File: config.mk
export PLATFORM = sky130hd
export DESIGN_NAME = pipe_hazard_ctrl
export DESIGN_NICKNAME = d
export VERILOG_FILES = /design/src/rtl/pipe_hazard_ctrl_pkg.sv /design/src/rtl/pipe_hazard_ctrl_sat_counter.sv /design/src/rtl/pipe_hazard_ctrl.sv
export SDC_FILE = /design/constraint.sdc
export NUM_CORES = 1
export LEC_CHECK = 0
export ABC_CLOCK_PERIOD_IN_PS = 7700
export CAP_MARGIN = 5
export CORE_ASPECT_RATIO = 0.6
export CORE_MARGIN = 10
export CORE_UTILIZATION = 52
export CTS_BUF_LIST = sky130_fd_sc_hd__clkbuf_4
export CTS_CLUSTER_DIAMETER = 80
export CTS_CLUSTER_SIZE = 16
export DETAILED_ROUTE_END_ITERATION = 8
export PLACE_DENSITY_LB_ADDON = 0.3
export SYNTH_ARGS = -nofsm -noshare
export SYNTH_HDL_FRONTEND = slang
export SYNTH_SLANG_ARGS = --single-unit
File: constraint.sdc
create_clock -name clk -period 7.7 [get_ports clk]
set_input_delay 1.925 -clock clk [delete_from_list [all_inputs] [get_ports clk]]
set_output_delay 1.925 -clock clk [all_outputs]
set_load 0.01 [all_outputs]
File: src/rtl/pipe_hazard_ctrl_pkg.sv
// Shared types for the pipeline hazard controller: FSM encoding and
// forwarding select values, plus the forwarding priority function.
package pipe_hazard_ctrl_pkg;

  typedef enum logic [1:0] {
    ST_RUN      = 2'd0,
    ST_MEM_WAIT = 2'd1,
    ST_MDU_WAIT = 2'd2
  } state_e;

  localparam logic [1:0] FWD_RF  = 2'b00;
  localparam logic [1:0] FWD_WB  = 2'b01;
  localparam logic [1:0] FWD_MEM = 2'b10;

  // MEM wins over WB; x0 is hardwired zero so it is never forwarded.
  function automatic logic [1:0] fwd_sel(input logic [4:0] rs,
                                         input logic [4:0] rd_m, input logic wr_m,
                                         input logic [4:0] rd_w, input logic wr_w);
    if (wr_m && (rd_m != 5'd0) && (rd_m == rs)) return FWD_MEM;
    if (wr_w && (rd_w != 5'd0) && (rd_w == rs)) return FWD_WB;
    return FWD_RF;
  endfunction

endpackage

File: src/rtl/pipe_hazard_ctrl_sat_counter.sv
// Width-parameterised up-counter with enable that sticks at all-ones.
module sat_counter #(
  parameter int W = 32
) (
  input  logic         clk,
  input  logic         rst_n,
  input  logic         en,
  output logic [W-1:0] count
);

  logic [W-1:0] count_reg;

  always_ff @(posedge clk or negedge rst_n) begin
    if (!rst_n) begin
      count_reg <= '0;
    end else if (en && (count_reg != '1)) begin
      count_reg <= count_reg + 1'b1;
    end
  end

  assign count = count_reg;

endmodule

File: src/rtl/pipe_hazard_ctrl.sv
// 5-stage pipeline hazard controller: stall/flush enables, EX forwarding
// selects, multi-cycle freeze FSM with watchdog, and performance counters.
module pipe_hazard_ctrl
  import pipe_hazard_ctrl_pkg::*;
#(
  parameter int CNT_W   = 32,
  parameter int TMO_CYC = 255,
  parameter int TMO_W   = 8
) (
  input  logic             clk,
  input  logic             rst_n,
  input  logic [4:0]       rs1_D,
  input  logic [4:0]       rs2_D,
  input  logic [4:0]       rs1_E,
  input  logic [4:0]       rs2_E,
  input  logic [4:0]       rd_E,
  input  logic             memread_E,
  input  logic             pc_src_E,
  input  logic [4:0]       rd_M,
  input  logic [4:0]       rd_W,
  input  logic             regwrite_M,
  input  logic             regwrite_W,
  input  logic             dmem_req_M,
  input  logic             dmem_ready,
  input  logic             mdu_start_E,
  input  logic             mdu_done,
  output logic             stall_F,
  output logic             stall_D,
  output logic             stall_E,
  output logic             stall_M,
  output logic             flush_D,
  output logic             flush_E,
  output logic             flush_M,
  output logic             flush_W,
  output logic [1:0]       fwd_a_E,
  output logic [1:0]       fwd_b_E,
  output logic             tmo_err,
  output logic [CNT_W-1:0] stall_cnt,
  output logic [CNT_W-1:0] flush_cnt
);

  localparam logic [TMO_W-1:0] TMO_LAST = TMO_W'((TMO_CYC > 0) ? TMO_CYC - 1 : 0);

  state_e           state_reg, state_next;
  logic [TMO_W-1:0] tmo_cnt_reg;
  logic             in_run, in_mem_wait, in_mdu_wait;
  logic             waiting_blocked, tmo_hit;
  logic             mem_freeze, mdu_freeze, load_use;

  assign in_run      = (state_reg == ST_RUN);
  assign in_mem_wait = (state_reg == ST_MEM_WAIT);
  assign in_mdu_wait = (state_reg == ST_MDU_WAIT);

  // The watchdog fires in the cycle the count would reach TMO_CYC, and only
  // if the wait would otherwise continue; a same-cycle ready/done wins.
  assign waiting_blocked = (in_mem_wait && !dmem_ready) || (in_mdu_wait && !mdu_done);
  assign tmo_hit = (TMO_CYC != 0) && waiting_blocked && (tmo_cnt_reg == TMO_LAST);

  assign mem_freeze = ((in_run && dmem_req_M && !dmem_ready) ||
                       (in_mem_wait && !dmem_ready)) && !tmo_hit;
  assign mdu_freeze = !mem_freeze && !tmo_hit &&
                      ((in_run && mdu_start_E && !mdu_done) ||
                       (in_mdu_wait && !mdu_done));

  assign load_use = memread_E && (rd_E != 5'd0) && ((rd_E == rs1_D) || (rd_E == rs2_D));

  always_comb begin
    state_next = state_reg;
    case (state_reg)
      ST_RUN: begin
        if (mem_freeze)      state_next = ST_MEM_WAIT;
        else if (mdu_freeze) state_next = ST_MDU_WAIT;
      end
      ST_MEM_WAIT: if (!mem_freeze) state_next = ST_RUN;
      ST_MDU_WAIT: if (!mdu_freeze) state_next = ST_RUN;
      default:     state_next = ST_RUN;
    endcase
  end

  always_ff @(posedge clk or negedge rst_n) begin
    if (!rst_n) begin
      state_reg   <= ST_RUN;
      tmo_cnt_reg <= '0;
    end else begin
      state_reg <= state_next;
      if (in_run) tmo_cnt_reg <= '0;
      else        tmo_cnt_reg <= tmo_cnt_reg + 1'b1;
    end
  end

  // Freezes outrank redirects; a branch held under a freeze acts on release.
  always_comb begin
    stall_F = 1'b0;
    stall_D = 1'b0;
    stall_E = 1'b0;
    stall_M = 1'b0;
    flush_D = 1'b0;
    flush_E = 1'b0;
    flush_M = 1'b0;
    flush_W = 1'b0;
    fwd_a_E = FWD_RF;
    fwd_b_E = FWD_RF;
    tmo_err = 1'b0;
    if (rst_n) begin
      fwd_a_E = fwd_sel(rs1_E, rd_M, regwrite_M, rd_W, regwrite_W);
      fwd_b_E = fwd_sel(rs2_E, rd_M, regwrite_M, rd_W, regwrite_W);
      tmo_err = tmo_hit;
      if (mem_freeze) begin
        stall_F = 1'b1;
        stall_D = 1'b1;
        stall_E = 1'b1;
        stall_M = 1'b1;
        flush_W = 1'b1;
      end else if (mdu_freeze) begin
        stall_F = 1'b1;
        stall_D = 1'b1;
        stall_E = 1'b1;
        flush_M = 1'b1;
      end else if (pc_src_E) begin
        flush_D = 1'b1;
        flush_E = 1'b1;
      end else if (load_use) begin
        stall_F = 1'b1;
        stall_D = 1'b1;
        flush_E = 1'b1;
      end
    end
  end

  sat_counter #(.W(CNT_W)) u_stall_cnt (
    .clk   (clk),
    .rst_n (rst_n),
    .en    (stall_F),
    .count (stall_cnt)
  );

  sat_counter #(.W(CNT_W)) u_flush_cnt (
    .clk   (clk),
    .rst_n (rst_n),
    .en    (flush_D | flush_E),
    .count (flush_cnt)
  );

endmodule

After elaboration in Yosys (flattened, before gate mapping)
Cells that the tools add are included.

Equality and inequality tests: 14. Add/subtract/negate cells: 3. Reduce and logical (&&, ||, !) cells: 33. Bitwise gates (word level): 1. Multiplexer cells: 47.

Operators by type and width (number): adder 32 x 1 -> 32 bit (second input constant) (2); != test 32 bit (second input constant) (2); two-way mux 1 bit (31); == test 5 bit (6); two-way mux 2 bit (14); logical AND 1 bit (20); nonzero test 5 bit (3); adder 8 x 1 -> 8 bit (second input constant) (1); == test 8 bit (second input constant) (1); two-way mux 8 bit (1); one-hot mux 2 bit (3 select lines) (1); zero test 1 bit (4); logical OR 1 bit (4); != test 2 bit (second input constant) (2); != test 3 x 1 -> 1 bit (second input constant) (1); AND reduction 3 bit (1); == test 2 x 1 -> 1 bit (second input constant) (1); == test 2 bit (second input constant) (1); zero test 2 bit (1); OR 1 bit (1).

Input bits: 45. Logic and storage cells: 102. Output and inout port bits: 77. Bits in registers: 74.

Depth between registers and ports, before layout
Word-level depth: 14. Mapped depth: 10. Depth with buffers taken out: 9.

Modules after synthesis
Synthesis repeated with hierarchy kept, for this count alone.

Cell total of the unflattened synthesis: 414. Area total of the unflattened synthesis: 4234.1 um2.

By module, submodules not included: sat_counter (area an instance 1624.1 um2, sequential area each 800.8 um2, cells an instance 151, times used 2); pipe_hazard_ctrl (area an instance 985.9 um2, sequential area each 250.2 um2, cells an instance 112, times used 1).

Worst setup path before layout
Ideal clock, no wire load.

Path kind: input to output. Start: in rd_E[1]. End: out stall_F. Slack: 2.528 ns. Arrival: 3.247 ns. Cell stages on the path: 6. Path buffers: 2. Data required time: 5.775 ns. Path through: or4_1 -> o21a_1 -> a31oi_4 -> buf_6 -> inv_2 -> buf_4.

Cells in the longest elaborated chain, start to end: 8. Elaborated cells between the ends (all ways): 11. Classes of those cells: eq/ne: 2; mux: 5; reduce/logical: 4.

RTL lines: start: declaration (line pipe_hazard_ctrl.sv:16) `input logic [4:0] rd_E,`; == test 5 bit or nonzero test 5 bit (tied branches) (line pipe_hazard_ctrl.sv:65) `assign load_use = memread_E && (rd_E != 5'd0) && ((rd_E == rs1_D) || (rd_E == rs2_D));`; logical OR 1 bit or logical AND 1 bit (tied branches) (line pipe_hazard_ctrl.sv:65); logical AND 1 bit (*) (line pipe_hazard_ctrl.sv:65); two-way mux 1 bit (*) (5 in a row); end: declaration (line pipe_hazard_ctrl.sv:27) `output logic stall_F,`.

Mark *: on every way between the ends. The rest lies on a longest branch, timed or not.

Worst setup path after layout
Start: in rd_E[1]. End: out stall_D.

Cells in the longest elaborated chain, start to end: 8. Elaborated cells between the ends (all ways): 11. Classes of those cells: eq/ne: 2; mux: 5; reduce/logical: 4.

RTL lines: == test 5 bit or nonzero test 5 bit (tied branches) (line pipe_hazard_ctrl.sv:65); logical OR 1 bit or logical AND 1 bit (tied branches) (line pipe_hazard_ctrl.sv:65); logical AND 1 bit (*) (line pipe_hazard_ctrl.sv:65); two-way mux 1 bit (*) (line pipe_hazard_ctrl.sv:122) `end else if (load_use) begin`; two-way mux 1 bit (*) (line pipe_hazard_ctrl.sv:119) `end else if (pc_src_E) begin`; two-way mux 1 bit (*) (line pipe_hazard_ctrl.sv:114) `end else if (mdu_freeze) begin`; two-way mux 1 bit (*) (line pipe_hazard_ctrl.sv:108) `if (mem_freeze) begin`; two-way mux 1 bit (*) (line pipe_hazard_ctrl.sv:104) `if (rst_n) begin`; end: declaration (line pipe_hazard_ctrl.sv:28) `output logic stall_D,`.

Marked as above.

==> results.md <==
- The global-route wire length before repair is approximately 19 mm.
- The cell area that synthesis handed to floorplanning was 0.00435 mm^2.
- Once layout is done, the placed cells without fillers occupy 0.00584 mm^2.
- For this run, the leading register cell type out of synthesis is dfrtp_1.
- TritonCTS built the clock tree.
- The number of max-cap violations is 0.
- The highest clock rate is roughly 160 MHz.
- The number of gates resized after CTS was 0.
- The final count of hold timing violations is 0.
- After detailed placement, the design holds a cell count of approximately 630.
- Clock-pin slew was measured on the worst setup and hold paths at around 130 ps.
- The average instance in the mapped netlist occupies ~11 um^2.
- The floorplan step defined a die boundary enclosing about 0.013 mm^2.
- In the routed design, unresolved DRC markers number 0.
- The transition time at the pin with the least slew margin is between 900 and 1000 ps.
- The number of synthesis warnings is 0.
- Yosys mapped a number of flops with a built-in enable equal to 0.
- After clock tree synthesis, the setup repair step added 0 buffers.
- The number of synthesized register bits is 74.
- STA classifies the critical path startpoint as an input pin.
- The count of input and output buffers is between 100 and 150.
- The root buffer selected by CTS is clkbuf_4.
- Measured along the y axis, the die boundary spans about 91 um.
- The count of mapped cells out of synthesis is 408.
- For the worst setup path, the data arrival time is 4340 ps.
- Counting the buffers created by CTS gives 9.
- The synthesis-to-finish area growth is 34.1%.
- The synthesized design spends more area on one cell type than any other, namely dfrtp_1.
- The global-route usage over all layers is a little under a fifth.
- The finished layout holds 645 standard cells, fillers aside.
- The initial utilization of the core area, before any placement, comes to between 50 and 60%.
- Summed over all layers, the global routing overflow is 0.
- The area share of the largest cell type after synthesis is 42.5%.
- The iteration-0 DRC count of the detailed router is 165.
- Entering global routing, the biggest net connects 47 pins.
- The final-stage net count is between 500 and 600.
- The horizontal die dimension is 138 um.
- The via total after detailed routing is roughly 3500.
- The sequential area share after synthesis is 42.5%.
- The final setup violation count is 0.
- The clock sink count is 74.
- Among the stages of the critical path, the cell type that occurs most often is clkdlybuf4s50_1.
- In this run the standard cell core region covers between 0.008 and 0.009 mm^2.
- For this design the static power due to leakage is 2.50 nW.
- Setup total negative slack on the finished layout was measured at 0 ps.
- In the post-synthesis netlist, the biggest area contributors are dfrtp_1 43%, xor2_1 16%, nor4_2 5.5%.
- STA puts the critical path data required time at 5780 ps.
- Between clock sinks in the finished design, the worst skew comes to ~12 ps.
- The count of pins on the block boundary is between 100 and 150.
- The number of nets handed over by synthesis was 457.
- The largest stage delay on the critical path is 560 ps.
- The worst-case vdd ir drop is approximately 0.15 mV.
- The clock tree buffer depth is 2.
- The min-delay analysis places its worst path in the category reg -> reg.
- The count of inserted antenna diode cells is 0.
- The run finished with clean final reports.
- Once placement finished, the instance area stood at 0.00564 mm^2.
- The kind of end point of the critical path is an output port.
- Traced cell by cell, the critical path runs through clkdlybuf4s50_1, or4_1, o21a_1, a31oi_4, buf_4, inv_2, clkdlybuf4s50_1.
- Setup repair after global routing left no endpoint under its margin.
- The depth of the CTS H-tree is 3.
- The worst relative slew slack is between 30% and 40%.
- The total power consumption of the routed design is ~1.1 mW.
- Subtracting the final worst setup slack from the clock period gives about 6300 ps.
- The number of antenna violations at the first check in global routing was 0.
- By startpoint and endpoint, the worst setup path is classified as in -> out.
- The share of the clock period used by the worst path after layout is ~81%.
- In the final layout, the share of cells above drive strength 1 is 12.5%.
- The maximum fanout along the worst path is 30.
- The hold buffer count at CTS is 0.
- After synthesis, the netlist uses 50 different library cells.
- The number of global-route vias before repair is about 3600.
- The clock insertion delay at the later pin of the skew report is 430 ps.
- After legalization and detailed placement, the total HPWL measured between 8 and 9 mm.
- In this run the core area contains 25 standard-cell rows.
- The length of the first detailed-routing pass in iterations is 4.
- The routed wire length is about 11 mm.
- The largest individual stage delay along the critical path comes from the cell or4_1.
- After detailed routing, the number of vias per cell comes to between 5 and 6.
- The number of slew-limit violations in the final report is 0.
- The power density relative to cell area is approximately 180 mW/mm^2.
- In the synthesized netlist the async set-or-reset flop fraction comes to 100%.
- The final RePlAce weighted congestion is 0.816.
- Once detail routing completed, the nets flagged for antenna violations numbered 0.
- The routed wirelength normalized by instance count is 17.7 um.
cell type report:
cell class              instances  area, um^2
repair buffers                125        1240
flip-flops and latches         74        1850
inverters                       6        22.5
clock inverters                 7         125
clock buffers                   9        67.6
multi-input cells             316        2400
well taps                     108         135
fillers                       620        2170
cell usage in the layout, fill, tap and decap left out, drive strengths merged, types with 3 or more instances in the layout:
master	synthesis	layout
and2	5	5
clkbuf	1	9
dfrtp	74	74
inv	6	8
and3	9	9
ha	4	4
nor3	30	30
nor2	27	27
and4	5	5
nand2	28	28
or2	3	3
xor2	79	79
nand4	15	15
nand2b	3	3
bufinv	0	3
clkdlybuf4s50	0	120
or4	5	5
xnor2	19	19
nor4b	8	8
buf	11	5
nor4	24	24
nand3	28	28
nor3b	6	6
layer usage:
layer,wire (um),track usage (%)
met3,1040,8.09
met1,4960,22.1
met5,0,0
met4,136,4.81
met2,5310,28.2
logic make-up after synthesis:
group | synth area share [%]
AND/OR/NAND/NOR | 30.5
buffers and inverters | 2.56
flip-flops | 42.5
adder cells (fa/ha/maj) | 1.15
XOR/XNOR | 19.7
multiplexers | 0.603
AO/OA/AOI/OAI | 2.93
cells in the mapped netlist, types with 2 or more instances:
| library cell | number |
|---|---|
| nand2_1 | 28 |
| and2_1 | 5 |
| and3_1 | 9 |
| buf_2 | 5 |
| dfrtp_1 | 74 |
| nor3_2 | 2 |
| or2_1 | 2 |
| nor3b_1 | 4 |
| nor3_1 | 27 |
| nor4b_2 | 7 |
| and4_1 | 4 |
| nor4_2 | 19 |
| nand3_1 | 28 |
| or4_1 | 5 |
| nor2b_1 | 2 |
| xnor2_1 | 19 |
| inv_1 | 4 |
| nand2b_1 | 2 |
| a31oi_4 | 2 |
| buf_6 | 4 |
| nor2_1 | 26 |
| o211a_4 | 2 |
| nor4_1 | 5 |
| nand4_1 | 14 |
| xor2_1 | 79 |
| inv_2 | 2 |
| ha_1 | 4 |
| buf_4 | 2 |
worst paths after layout:
check / slack (ps) / end / start / cells after the start
worst max register to register: 5070 / u_flush_cnt.count[1] / u_flush_cnt.count[0] / 7
worst min-delay path: 510 / u_stall_cnt.count[27] / u_stall_cnt.count[27] / 1
worst min register to register: 510 / u_stall_cnt.count[27] / u_stall_cnt.count[27] / 1
worst max-delay path: 1440 / stall_D / rd_E[1] / 7
min in group asynchronous: 1450 / u_stall_cnt.count[13] / rst_n / 1
max in group asynchronous: 5310 / u_flush_cnt.count[15] / rst_n / 2
report_power, final:
group          switching, mW  internal, mW
Clock                  0.148         0.168
Sequential            0.0597         0.432
Combinational          0.115         0.144
through the flow:
step	utilization [%]	hold WS, ps	setup slack [ps]
floorplan	-	492	2530
global route	72.9	524	1340
global placement	70.5	469	1460
detailed placement	70.5	481	1430
CTS	72.9	507	1420
finish	72.9	506	1440
critical path: cells and delay by family:
| family | cells | cell delay [ps] |
|---|---|---|
| AOI/OAI and AO/OA | 2 | 420 |
| buffers and inverters | 4 | 1430 |
| and+or+nand+nor | 1 | 560 |
Power figures use the tool's default switching activity.
==> edit 1: new RTL, same flow settings <==
`TMO_W`: 8 -> 12.
--- a/src/rtl/pipe_hazard_ctrl.sv
+++ b/src/rtl/pipe_hazard_ctrl.sv
@@ -6,5 +6,5 @@
   parameter int CNT_W   = 32,
   parameter int TMO_CYC = 255,
-  parameter int TMO_W   = 8
+  parameter int TMO_W   = 12
 ) (
   input  logic             clk,
Function: same outputs for any inputs over 10 cycles, from zero or initial values and one cycle with rst_n low; that may be too few to reach the edited logic, so the function may still have changed.
==> edit 1 against the unedited design <==
Sequential power up 2%. Worst setup slack worse by 0.17 ns. Sequential share of layout area up 2.3 points. Critical endpoint is now flush_E. Count of clock-buffer cells in the layout unchanged. Total power down 9.5%. Via count up 7.6%. First-iteration DRC count up 93%. Critical path depth down 1. Synthesized area down 0.75%. Design area down 1.7%. Sequential cell count up 4. Clock skew up 0.0059 ns. Routed wire length up 1.2%. Hold slack worse by 0.0075 ns. Highest routed layer unchanged.
==> edit 1: results (changes against the unedited design) <==
vias per cell 5.75 (was 5.48); WL met1 5150 µm (was 4960 µm); WL met2 4930 µm (was 5310 µm); final wirelength 11600 µm (was 11400 µm); slowest CP cell a31oi_4 (was or4_1); crit-path max FO 19 (was 30); Synthesis Warnings 0 (unchanged); proportion of layout cells with a drive suffix above 1 0.0597 (was 0.125); first-pass GRT wire length 19300 µm (was 18900 µm); Cell variety after synth 43 (was 50); Worst-Margin Slew 0.931 ns (was 0.976 ns); largest net degree at the start of global routing 78 (was 47); Final HPWL DP 8940 µm (was 8980 µm); nets 597 (was 581); Net Count, Synth 476 (was 457); Seq/Total Area, Yosys 0.452 (was 0.425); placer congestion estimate 0.887 (was 0.816); Arrival @ worst endpoint 4.51 ns (was 4.34 ns); Synth area leaders dfrtp_1 45%, xnor2_1 11%, xor2_1 9.5% (was dfrtp_1 43%, xor2_1 16%, nor4_2 5.5%); 1st-iter DRT viols 318 (was 165); Layout Skew 0.0181 ns (was 0.0122 ns); metal3 WL 1370 µm (was 1040 µm); Synth top cells by count 78 x dfrtp_1, 53 x xnor2_1, 47 x xor2_1 (was 79 x xor2_1, 74 x dfrtp_1, 28 x nand2_1, 28 x nand3_1, 27 x nor3_1); GRT Total Usage 0.189 (was 0.181); VDD IR max 0.138 mV (was 0.148 mV); outcome finished clean (unchanged); Leak Pwr 2.36 nW (was 2.50 nW); vias in the first global route 3819 (was 3640)
[edit 1: through the flow]
step	hold slack [ns]	instances	utilization	setup WS, ns	area (µm²)
floorplan	0.492	427	-	2.53	4320
global placement	0.479	645	0.704	1.32	5620
detailed placement	0.487	645	0.704	1.30	5620
CTS	0.507	661	0.720	1.30	5740
global route	0.526	661	0.720	1.14	5740
finish	0.498	661	0.720	1.26	5740
[edit 1: cell type report]
type / count / area [µm²]
Multi-Input combinational cell: 328 / 2270
Fill cell: 568 / 2240
Sequential cell: 78 / 1950
Timing Repair Buffer: 123 / 1220
Tap cell: 108 / 135
Clock buffer: 9 / 67.6
Clock inverter: 7 / 56.3
Inverter: 8 / 30.0
[edit 1: where the power goes]
part	switching (mW)	total [mW]	internal, mW
Clock	0.155	0.224	0.0692
Combinational	0.106	0.241	0.135
Sequential	0.0525	0.501	0.448
Total	0.314	0.966	0.652
[edit 1: final timing paths]
path / slack [ns] / start / end / cells past startpoint
setup / recovery: 1.26 / rd_E[0] / flush_E / 6
hold / removal: 0.50 / u_stall_cnt.count[21] / u_stall_cnt.count[21] / 1
setup reg to reg: 4.58 / state_reg[1] / u_flush_cnt.count[1] / 7
hold reg to reg: 0.50 / u_stall_cnt.count[21] / u_stall_cnt.count[21] / 1
max in group asynchronous: 5.30 / rst_n / u_flush_cnt.count[14] / 2
min in group asynchronous: 1.29 / rst_n / state_reg[0] / 1
[edit 1: worst reg2reg max path, delay by kind of cell, from the launching register on]
family | cells | cell delay [ns]
buffers and inverters | 1 | 0.26
flip-flops | 1 | 0.45
AND/OR/NAND/NOR | 3 | 1.19
AO/OA/AOI/OAI | 2 | 0.76
multiplexers | 1 | 0.35
[edit 1: routing by layer]
layer / vias up / global-route usage
met5: - / 0
met4: 0 / 0.0510
met3: 13 / 0.0861
met2: 161 / 0.268
met1: 1850 / 0.253
li1: 1780 / -
[edit 1: kinds of logic (layout without fill, tap and decap cells)]
kind of cell,count (synthesis),after routing,share of synthesized area
fa+ha+maj,4,4,0.0116
buf+inv,21,147,0.0220
mux,3,3,0.00782
xor+xnor,100,100,0.203
simple gates,208,208,0.279
flops,78,78,0.452
compound gates,13,13,0.0252
==> edit 2: new RTL, same flow settings <==
Without the edit above. Re-encode `state_e` (3 states) as one-hot, 3 bits wide.
--- a/src/rtl/pipe_hazard_ctrl_pkg.sv
+++ b/src/rtl/pipe_hazard_ctrl_pkg.sv
@@ -3,8 +3,8 @@
 package pipe_hazard_ctrl_pkg;
 
-  typedef enum logic [1:0] {
-    ST_RUN      = 2'd0,
-    ST_MEM_WAIT = 2'd1,
-    ST_MDU_WAIT = 2'd2
+  typedef enum logic [2:0] {
+    ST_RUN      = 3'b001,
+    ST_MEM_WAIT = 3'b010,
+    ST_MDU_WAIT = 3'b100
   } state_e;
 
Function: no difference found for any inputs over 10 cycles, from zero or initial values and one cycle with rst_n low; not proved beyond that.
==> edit 2 against the unedited design <==
Worst setup slack better by 0.14 ns. Design area is 6.5% lower. Synthesized area is 7.9% lower. Routed wire length is 0.31% lower. Non-clock buffer count is 3 lower. Combinational power is 19% lower. Critical path type unchanged. Hold slack worse by 0.0061 ns. Total power is 11% lower. Sequential cell count is 1 higher. Via count is 3.0% lower. Global-route usage is 1.1 points higher. Critical path depth is 1 lower. Clock power is 14% lower.
==> edit 2: results (changes against the unedited design) <==
outcome finished clean (unchanged); WL met2 4940 µm (was 5310 µm); first-pass GRT wire length 18300 µm (was 18900 µm); clock power share 0.286 (was 0.296); Final Non-Filler Cells 626 (was 645); flop-to-flop setup slack 4.77 ns (was 5.07 ns); Layout Skew 0.0246 ns (was 0.0122 ns); Post-Synth XOR/XNOR Area 0.214 (was 0.197); crit-path max FO 3 (was 30); Leak Pwr 2.27 nW (was 2.50 nW); Cells after DPL 610 (was 629); VDD IR max 0.0832 mV (was 0.148 mV); vias per cell 5.48 (about the same); Critical Path Sink fwd_a_E[0] (was stall_D); WL met1 5110 µm (was 4960 µm); Cell variety after synth 38 (was 50); Reg-to-Reg End u_stall_cnt.count[31] (was u_flush_cnt.count[1]); insertion delay to the later sink of the worst-skew pair 0.41 ns (was 0.43 ns); Setup crit start rd_M[2] (was rd_E[1]); Net Count, Synth 442 (was 457); Combinational Power Share 0.220 (was 0.243); Synth area leaders dfrtp_1 46%, xnor2_1 14%, xor2_1 7.0% (was dfrtp_1 43%, xor2_1 16%, nor4_2 5.5%); setup ws final 1.58 ns (was 1.44 ns); placer congestion estimate 0.886 (was 0.816); nets 566 (was 581); Post-Syn Instances 393 (was 408); Layout fillers 561 (was 620); metal3 WL 1300 µm (was 1040 µm); final wirelength 11400 µm (about the same); Worst slew margin 0.383 (was 0.347); crit-path max cell delay 0.60 ns (was 0.56 ns); 1st-iter DRT viols 209 (was 165); sw frac 0.292 (was 0.302)
-- edit 2: area by class of cell --
| type | instances | area [µm²] | share of cell area |
|---|---|---|---|
| multi-input combinational | 302 | 2040 | 0.374 |
| sequential | 75 | 1880 | 0.344 |
| timing repair buffer | 122 | 1220 | 0.223 |
| tap | 104 | 130 | 0.0239 |
| clock inverter | 6 | 90.1 | 0.0165 |
| clock buffer | 10 | 75.1 | 0.0138 |
| inverter | 7 | 26.3 | 0.00482 |
-- edit 2: worst min path at each step --
stage | start | end | cells past startpoint
floorplan | tmo_cnt_reg[0] | tmo_cnt_reg[0] | 1
global placement | u_stall_cnt.count[9] | u_stall_cnt.count[9] | 1
detailed placement | u_stall_cnt.count[5] | u_stall_cnt.count[5] | 1
CTS | u_stall_cnt.count[5] | u_stall_cnt.count[5] | 1
global route | u_stall_cnt.count[5] | u_stall_cnt.count[5] | 1
finish | u_stall_cnt.count[10] | u_stall_cnt.count[10] | 1
